==> src/rtl/axi_packet_arbiter_pkg.sv <==
// axi_packet_arbiter_pkg: FSM state encoding and index-width helper shared by the arbiter files.
package axi_packet_arbiter_pkg;

    typedef enum logic {ST_IDLE = 1'b0, ST_GRANT = 1'b1} state_t;

    function automatic int clog2(input int value);
        int r;
        r = 0;
        while ((1 << r) < value) r++;
        return r;
    endfunction

endpackage

==> src/rtl/arb_rr_pick.sv <==
// arb_rr_pick: combinational winner search, rotating from ptr (round-robin) or from 0 (fixed).
module arb_rr_pick #(
    parameter int NUM_INPUTS = 4,
    parameter int IDXW       = 2
) (
    input  logic [NUM_INPUTS-1:0] req,
    input  logic [IDXW-1:0]       ptr,
    input  logic                  mode,
    output logic [IDXW-1:0]       winner,
    output logic                  any
);

    logic [IDXW-1:0] idx;
    logic            found;

    always_comb begin
        winner = '0;
        found  = 1'b0;
        idx    = '0;
        for (int k = 0; k < NUM_INPUTS; k++) begin
            idx = mode ? IDXW'(k) : IDXW'((int'(ptr) + k) % NUM_INPUTS);
            if (!found && req[idx]) begin
                winner = idx;
                found  = 1'b1;
            end
        end
    end

    assign any = |req;

endmodule

==> src/rtl/axi_packet_arbiter.sv <==
// axi_packet_arbiter: packet-granular arbiter sharing one AXI4-Stream sink between NUM_INPUTS sources.
module axi_packet_arbiter
    import axi_packet_arbiter_pkg::*;
#(
    parameter  int WIDTH      = 32,
    parameter  int NUM_INPUTS = 4,
    parameter  int PRIO_MODE  = 0,
    localparam int IDXW       = clog2(NUM_INPUTS)
) (
    input  logic                        clk,
    input  logic                        reset,
    input  logic                        clear,
    input  logic [WIDTH*NUM_INPUTS-1:0] i_tdata,
    input  logic [NUM_INPUTS-1:0]       i_tlast,
    input  logic [NUM_INPUTS-1:0]       i_tvalid,
    output logic [NUM_INPUTS-1:0]       i_tready,
    output logic [WIDTH-1:0]            o_tdata,
    output logic                        o_tlast,
    output logic                        o_tvalid,
    input  logic                        o_tready,
    output logic [IDXW-1:0]             grant_idx,
    output logic                        busy
);

    localparam logic FIXED = (PRIO_MODE != 0);

    state_t          state, state_n;
    logic [IDXW-1:0] rr_ptr, rr_ptr_n, grant_n, winner;
    logic            any, pkt_end;
    logic [WIDTH-1:0] data_arr [NUM_INPUTS];

    for (genvar n = 0; n < NUM_INPUTS; n++) begin : g_unpack
        assign data_arr[n] = i_tdata[n*WIDTH +: WIDTH];
    end

    arb_rr_pick #(.NUM_INPUTS(NUM_INPUTS), .IDXW(IDXW)) u_pick (
        .req    (i_tvalid),
        .ptr    (rr_ptr),
        .mode   (FIXED),
        .winner (winner),
        .any    (any)
    );

    // Mux is driven from grant_idx even in IDLE so the data path never changes source spuriously.
    assign busy     = (state == ST_GRANT);
    assign o_tdata  = data_arr[grant_idx];
    assign o_tlast  = i_tlast[grant_idx];
    assign o_tvalid = busy && i_tvalid[grant_idx];
    assign i_tready = (busy && o_tready) ? NUM_INPUTS'(1) << grant_idx : '0;
    assign pkt_end  = o_tvalid && o_tready && o_tlast;

    always_comb begin
        state_n  = state;
        grant_n  = grant_idx;
        rr_ptr_n = rr_ptr;
        if (!busy && any) begin
            state_n = ST_GRANT;
            grant_n = winner;
        end
        if (pkt_end) begin
            state_n  = ST_IDLE;
            rr_ptr_n = FIXED ? rr_ptr : (grant_idx == IDXW'(NUM_INPUTS - 1) ? '0 : grant_idx + 1'b1);
        end
    end

    always_ff @(posedge clk) begin
        if (reset || clear) begin
            state     <= ST_IDLE;
            rr_ptr    <= '0;
            grant_idx <= '0;
        end else begin
            state     <= state_n;
            rr_ptr    <= rr_ptr_n;
            grant_idx <= grant_n;
        end
    end

endmodule
==> config.mk <==
export PLATFORM = sky130hd
export DESIGN_NAME = axi_packet_arbiter
export DESIGN_NICKNAME = d
export VERILOG_FILES = /design/src/rtl/axi_packet_arbiter_pkg.sv /design/src/rtl/arb_rr_pick.sv /design/src/rtl/axi_packet_arbiter.sv
export SDC_FILE = /design/constraint.sdc
export NUM_CORES = 1
export LEC_CHECK = 0
export CELL_PAD_IN_SITES_DETAIL_PLACEMENT = 1
export CELL_PAD_IN_SITES_GLOBAL_PLACEMENT = 2
export CORE_ASPECT_RATIO = 1.5
export CORE_UTILIZATION = 12
export CTS_BUF_LIST = sky130_fd_sc_hd__clkbuf_8
export DETAILED_ROUTE_END_ITERATION = 10
export GPL_TIMING_DRIVEN = 0
export PLACE_DENSITY = 0.91
export SYNTH_ARGS = -nofsm -noshare
export SYNTH_HDL_FRONTEND = slang
export SYNTH_SLANG_ARGS = --single-unit
==> constraint.sdc <==
create_clock -name clk -period 3.11 [get_ports clk]
set_input_delay 0.622 -clock clk [delete_from_list [all_inputs] [get_ports clk]]
set_output_delay 0.622 -clock clk [all_outputs]
set_load 0.05 [all_outputs]
==> summary.txt, run 1 <==
Outcome = finished clean
Reg2reg end = rr_ptr[0]$_SDFFE_PP0P_
WL/cell = 17.7 um
Post-route DRC = 0
Ys flop type = dfxtp_1
Seq/Total Area, Yosys = 0.0839
DR vias = 1706
CTS tree = yes
I/O Pins = 181
DIE AREA = 10300 um^2
Clk Latency, worst-skew pair = 220 ps
Max FO, Critical Path = 10
GRT Residual Overflow = 0
Final Setup Violations = 0
Internal power = 0.000401 W
Syn Inst Count = 93
Post-Place Worst Slack = -111 ps
Vias in the first global route = 1908
Clock sink count = 5
Met2 GRT Util = 0.256
Hold Vio Cnt, Final = 0
Worst hold path endpoint = rr_ptr[0]$_SDFFE_PP0P_
RSZ-0062 raised after global routing = no
Worst R2R Setup Slack = 1350 ps
Layout area overhead = 164%
Clock group share of total power = 0.181
Max IR drop VDD = 0.000139 V
Cell Area, Synth = 1190 um^2
Number of H-tree levels = 1
Most frequent cells in the layout = clkdlybuf4s50_1 (148), mux4_2 (32), dlygate4sd2_1 (31), nand2_1 (8)
Critical Path AT = 2310 ps
Setup CP Type = reg2out
Post-Synthesis Net Count = 237
Vias/cell = 4.35
TritonCTS Buffers = 3
Min-delay src = rr_ptr[0]$_SDFFE_PP0P_
Tmin final = 2930 ps
Post-synth EDFFs = 0
Yosys top cell by area = mux4_2
Initial Utilization = 0.123
1st-pass router iterations = 4
I/O Buffers = 180
Commonest non-fill, non-tap cell in the layout = clkdlybuf4s50_1
Worst Tran Pin Value = 586 ps
Rel. slew slack = 0.610
Layout Nets = 422
Highest Clock Rate = 341 MHz
Root Driver = clkbuf_8
Share of layout cells above drive strength 1 = 0.152
Final worst path period share = 0.942
CP Launch Type = flip-flop
GRT Total Usage = 0.124
Net Switching = 0.000251 W
Sequential Power Share = 0.107
DIE WIDTH = 83.4 um
Largest net degree at the start of global routing = 11
Synth cell types = 25
Max Buffers Root-to-Sink = 2
GPL Wtd Cong = 0.757
Worst Hold Class = reg2reg
HPWL after DPL = 5990 um
Die height = 124 um
CORE AREA = 9690 um^2
Combinational Power Share = 0.712
Hold Crit Depth = 2
Max cap viols = 0
Post-synthesis average cell area = 12.8 um^2
Diodes inserted = 0
Leading post-synthesis cells by cell area = mux4_2 (60%), dfxtp_1 (8.4%), mux2i_1 (5.0%), ha_1 (4.2%), nand2_1 (2.5%)
Ys async rst share = 0
Initial DRC count = 27
Most used routing layer = met2
Critical Path RT = 2490 ps
Cell Rows = 44
Fillers = 1100
Initial antenna violation count = 0
Met3 usage = 0.0285
Remaining antenna violation count = 0
Sw Share = 0.385
First-pass GRT wire length = 10100 um
Power per cell area = 207 nW/um^2
Worst r2r src = grant_idx[0]$_SDFFE_PP0P_
Fin util = 0.325
Post-Route WL = 6950 um
Final setup margin = 180 ps
Yosys warnings = 0
Met1 usage in global routing = 0.128
Yosys top cell area share = 0.604
FF-to-FF path depth = 5
Synthesis-stage register bit count = 5
Leak pwr = 1.18 nW
Final Skew = 2.30 ps
Pins Over Slew Limit = 0
Capturing element type of the critical path = output port
Clk slew on worst S/H paths = 30 ps
[critical path, stage by stage (launching register included)]
cell	delay [ps]
dfxtp_1	450
buf_4	270
buf_2	340
mux4_2	570
dlygate4sd2_1	450
[synth_stat cells, types with 2 or more instances]
cell,count
inv_1,3
o21a_1,2
and3_1,4
mux2i_1,6
buf_2,4
nand2_1,8
buf_1,2
nand2b_1,2
nor2_1,5
ha_1,4
mux4_2,32
a21boi_0,2
dfxtp_1,5
a21oi_1,3
[timing repair]
action,in CTS,in global routing
hold buffers,0,0
resized for setup,33,1
setup endpoints to repair,33,1
buffers inserted,0,0
[state kept, by name, indices dropped and copies added (netlist names)]
name / flops
grant_idx: 2
rr_ptr: 2
busy: 1
[metal layers]
metal | share of wire | vias to the layer above
li1 | - | 766
met1 | 0.35 | 828
met2 | 0.57 | 108
met3 | 0.081 | 4
met4 | 0.0049 | 0
met5 | 0 | -
[power by group through the flow]
stage	Sequential [W]	Combinational, W	Clock [W]
finish	0.0000696	0.000464	0.000118
CTS	0.0000697	0.000470	0.000117
detailed placement	0.0000706	0.000489	0
global route	0.0000699	0.000487	0.000123
floorplan	0.0000747	0.000218	0
global placement	0.0000704	0.000481	0
[how the worst max path moves through the flow]
stage,cells past startpoint,end,from
after global placement,4,o_tvalid,i_tvalid[0]
after CTS,5,o_tlast,grant_idx[1]$_SDFFE_PP0P_
final,4,o_tdata[23],grant_idx[0]$_SDFFE_PP0P_
after floorplan,4,o_tlast,grant_idx[1]$_SDFFE_PP0P_
after detailed placement,4,o_tvalid,i_tvalid[0]
after global routing,4,o_tdata[1],grant_idx[0]$_SDFFE_PP0P_
[logic make-up (layout without fill, tap and decap cells)]
group,Yosys count,count (layout),share of synthesized area
muxes,39,39,0.677
and+or+nand+nor,24,24,0.0986
buffers and inverters,11,195,0.0420
AOI/OAI and AO/OA,10,10,0.0567
DFF,5,5,0.0839
adders and majority gates,4,4,0.0420
[through the flow]
| stage | setup TNS (ps) | instance area, um^2 | std cells | power, W | hold WS [ps] |
|---|---|---|---|---|---|
| finish | 0 | 3150 | 392 | 0.000652 | 540 |
| global route | 0 | 3150 | 392 | 0.000680 | 570 |
| CTS | 0 | 3150 | 392 | 0.000657 | 548 |
| detailed placement | -283 | 3140 | 388 | 0.000560 | 543 |
| global placement | -111 | 3140 | 388 | 0.000551 | 493 |
| floorplan | 0 | 1190 | 93 | 0.000292 | 451 |
[layout make-up]
cell class              count  area [um^2]  area share
plain buffers               8         41.3      0.0131
clock buffers               3         41.3      0.0131
clock inverters             1         3.75     0.00119
inverters                   3         11.3     0.00358
multi-input cells          77         1040       0.331
flip-flops and latches      5          100      0.0318
well taps                 115          144      0.0457
repair buffers            180         1770       0.561
(Power assumes the default switching activity.)
==> run 2: changes to the inputs <==
--- a/config.mk
+++ b/config.mk
@@ -13,6 +13,7 @@
 export DETAILED_ROUTE_END_ITERATION = 10
 export GPL_TIMING_DRIVEN = 0
 export PLACE_DENSITY = 0.91
+export SKIP_LAST_GASP = 1
 export SYNTH_ARGS = -nofsm -noshare
 export SYNTH_HDL_FRONTEND = slang
 export SYNTH_SLANG_ARGS = --single-unit
==> run 2 against run 1 <==
- register-to-register slack about the same
- final area increased by 0.12%
- highest routed layer unchanged
- global-route usage unchanged
- critical path type unchanged
- clock power about the same
- wire length about the same
- final cell count unchanged
- worst setup slack got worse by 2.5 ps
==> summary.txt, run 2 (synthesis results as in run 1) <==
Share of layout cells above drive strength 1 = 0.152 (unchanged)
GRT Total Usage = 0.124 (unchanged)
Clk slew on worst S/H paths = 30 ps (about the same)
Max IR drop VDD = 0.000139 V (-0.28%)
Initial antenna violation count = 0 (unchanged)
Final Setup Violations = 0 (unchanged)
CP Launch Type = flip-flop
Post-route DRC = 0 (unchanged)
Pins Over Slew Limit = 0 (unchanged)
Cts hold-fix bufs = 0 (unchanged)
Leak pwr = 1.19 nW (+1.2%)
Setup CP Type = reg2out
Peak per-stage delay on the critical path = 570 ps (about the same)
Layout area overhead = 164%
Hold Vio Cnt, Final = 0 (unchanged)
First-pass GRT wire length = 10100 um (unchanged)
Critical path startpoint = grant_idx[0]$_SDFFE_PP0P_
Combinational Power Share = 0.714 (+0.002)
TNS Setup = 0 ps (unchanged)
FF-to-FF path depth = 5 (unchanged)
DIE AREA = 10300 um^2 (unchanged)
DR vias = 1706 (unchanged)
Number of H-tree levels = 1 (unchanged)
Vias/cell = 4.35 (unchanged)
Max cap viols = 0 (unchanged)
Reg2reg end = rr_ptr[0]$_SDFFE_PP0P_
Highest Clock Rate = 341 MHz (about the same)
Buffer and inverter count on the worst path = 3 (unchanged)
HPWL after DPL = 5990 um (unchanged)
Die height = 124 um (unchanged)
Sw Share = 0.383 (-0.00167)
DIE WIDTH = 83.4 um (unchanged)
Outcome = finished clean
Initial DRC count = 27 (unchanged)
Max Buffers Root-to-Sink = 2 (unchanged)
Worst Hold Class = reg2reg
Fillers = 1098 (-0.18%)
RSZ-0062 raised after global routing = no
Diodes inserted = 0 (unchanged)
Layout Nets = 422 (unchanged)
Largest net degree at the start of global routing = 11 (unchanged)
CTS resizes = 32 (-3.0%)
Tmin final = 2930 ps (+2.53 ps)
Critical Path AT = 2310 ps (about the same)
Clock sink count = 5 (unchanged)
Critical Path RT = 2490 ps (about the same)
Setup Buffers After CTS = 0 (unchanged)
Clock group share of total power = 0.179 (-0.002)
WL/cell = 17.7 um (about the same)
Post-Route WL = 6940 um (about the same)
Worst r2r src = grant_idx[0]$_SDFFE_PP0P_
Power per cell area = 206 nW/um^2 (-0.41%)
Worst Setup EP = o_tdata[23]
Clk Latency, worst-skew pair = 220 ps (about the same)
Commonest non-fill, non-tap cell in the layout = clkdlybuf4s50_1
CP max stage cell = mux4_2
Cell Rows = 44 (unchanged)
Final Skew = 0.227 ps (-2.07 ps)
Top Family by Delay on Critical Path = buffers and inverters
CP Cell Sequence = buf_4 -> buf_2 -> mux4_2 -> dlygate4sd2_1
CORE AREA = 9690 um^2 (unchanged)
GPL Wtd Cong = 0.757 (unchanged)
TritonCTS Buffers = 3 (unchanged)
Initial Utilization = 0.123 (unchanged)
I/O Buffers = 180 (unchanged)
CTS tree = yes
WP depth = 4 (unchanged)
Net Switching = 0.000249 W (-0.73%)
Root Driver = clkbuf_8
Fin util = 0.325 (+0.000387)
Worst Tran Pin Value = 586 ps (+0.822 ps)
Sequential Power Share = 0.107 (about the same)
Final worst path period share = 0.943 (about the same)
Remaining antenna violation count = 0 (unchanged)
Internal power = 0.000401 W (about the same)
GRT Residual Overflow = 0 (unchanged)
Capturing element type of the critical path = output port
Worst R2R Setup Slack = 1350 ps (about the same)
Max FO, Critical Path = 10 (unchanged)
Rel. slew slack = 0.609 (about the same)
Most frequent cells in the layout = clkdlybuf4s50_1 (148), mux4_2 (32), dlygate4sd2_1 (30), nand2_1 (8)
1st-pass router iterations = 4 (unchanged)
Vias in the first global route = 1908 (unchanged)
I/O Pins = 181 (unchanged)
[run 2: cell count changes in the layout (fill, tap and decap cells not counted), sizes merged]
cell / previous run / this run
dlygate4sd2: 31 / 30
dlymetal6s2s: 1 / 2
[run 2: how the worst min path moves through the flow]
stage	start	endpoint	slack, ps	depth (start not counted)
5_1_grt	rr_ptr[0]$_SDFFE_PP0P_	rr_ptr[0]$_SDFFE_PP0P_	570	2
3_5_place_dp	rr_ptr[0]$_SDFFE_PP0P_	rr_ptr[0]$_SDFFE_PP0P_	540	2
6_report	rr_ptr[0]$_SDFFE_PP0P_	rr_ptr[0]$_SDFFE_PP0P_	540	2
4_1_cts	rr_ptr[0]$_SDFFE_PP0P_	rr_ptr[0]$_SDFFE_PP0P_	550	2
3_3_place_gp	rr_ptr[0]$_SDFFE_PP0P_	rr_ptr[0]$_SDFFE_PP0P_	490	2
2_1_floorplan	rr_ptr[0]$_SDFFE_PP0P_	rr_ptr[0]$_SDFFE_PP0P_	450	2
[run 2: power by group through the flow]
stage	clock [W]	sequential [W]	combinational [W]
final	0.000116	0.0000696	0.000464
after global routing	0.000123	0.0000699	0.000487
after CTS	0.000117	0.0000697	0.000470
after detailed placement	0	0.0000706	0.000489
after global placement	0	0.0000704	0.000481
after floorplan	0	0.0000747	0.000218
[run 2: routing by layer]
metal | track usage | wire length (um)
met4 | 0.0172 | 34
met5 | 0 | 0
met2 | 0.256 | 3930
met3 | 0.0285 | 560
met1 | 0.128 | 2420
[run 2: per-stage QoR]
stage / instances / setup slack [ps] / hold slack, ps / instance area [um^2] / power (W)
floorplan: 93 / 271 / 451 / 1190 / 0.000292
global placement: 388 / -90.3 / 493 / 3140 / 0.000551
detailed placement: 388 / -111 / 543 / 3140 / 0.000560
CTS: 392 / -8.71 / 548 / 3150 / 0.000657
global route: 392 / 25.4 / 570 / 3150 / 0.000680
finish: 392 / 177 / 540 / 3150 / 0.000650
[run 2: area by class of cell]
cell class / count / area [um^2] / share of cell area
inverter: 3 / 11.3 / 0.00357
multi-input combinational: 77 / 1040 / 0.331
timing repair buffer: 180 / 1770 / 0.561
sequential: 5 / 100 / 0.0317
buffer: 8 / 41.3 / 0.0131
clock inverter: 1 / 3.75 / 0.00119
tap: 115 / 144 / 0.0456
clock buffer: 3 / 41.3 / 0.0131
[run 2: tightest hold or removal path, stage by stage, from the launching register on]
cell and delay, ps:
dfxtp_1 330, nand2_1 80, mux2i_1 70
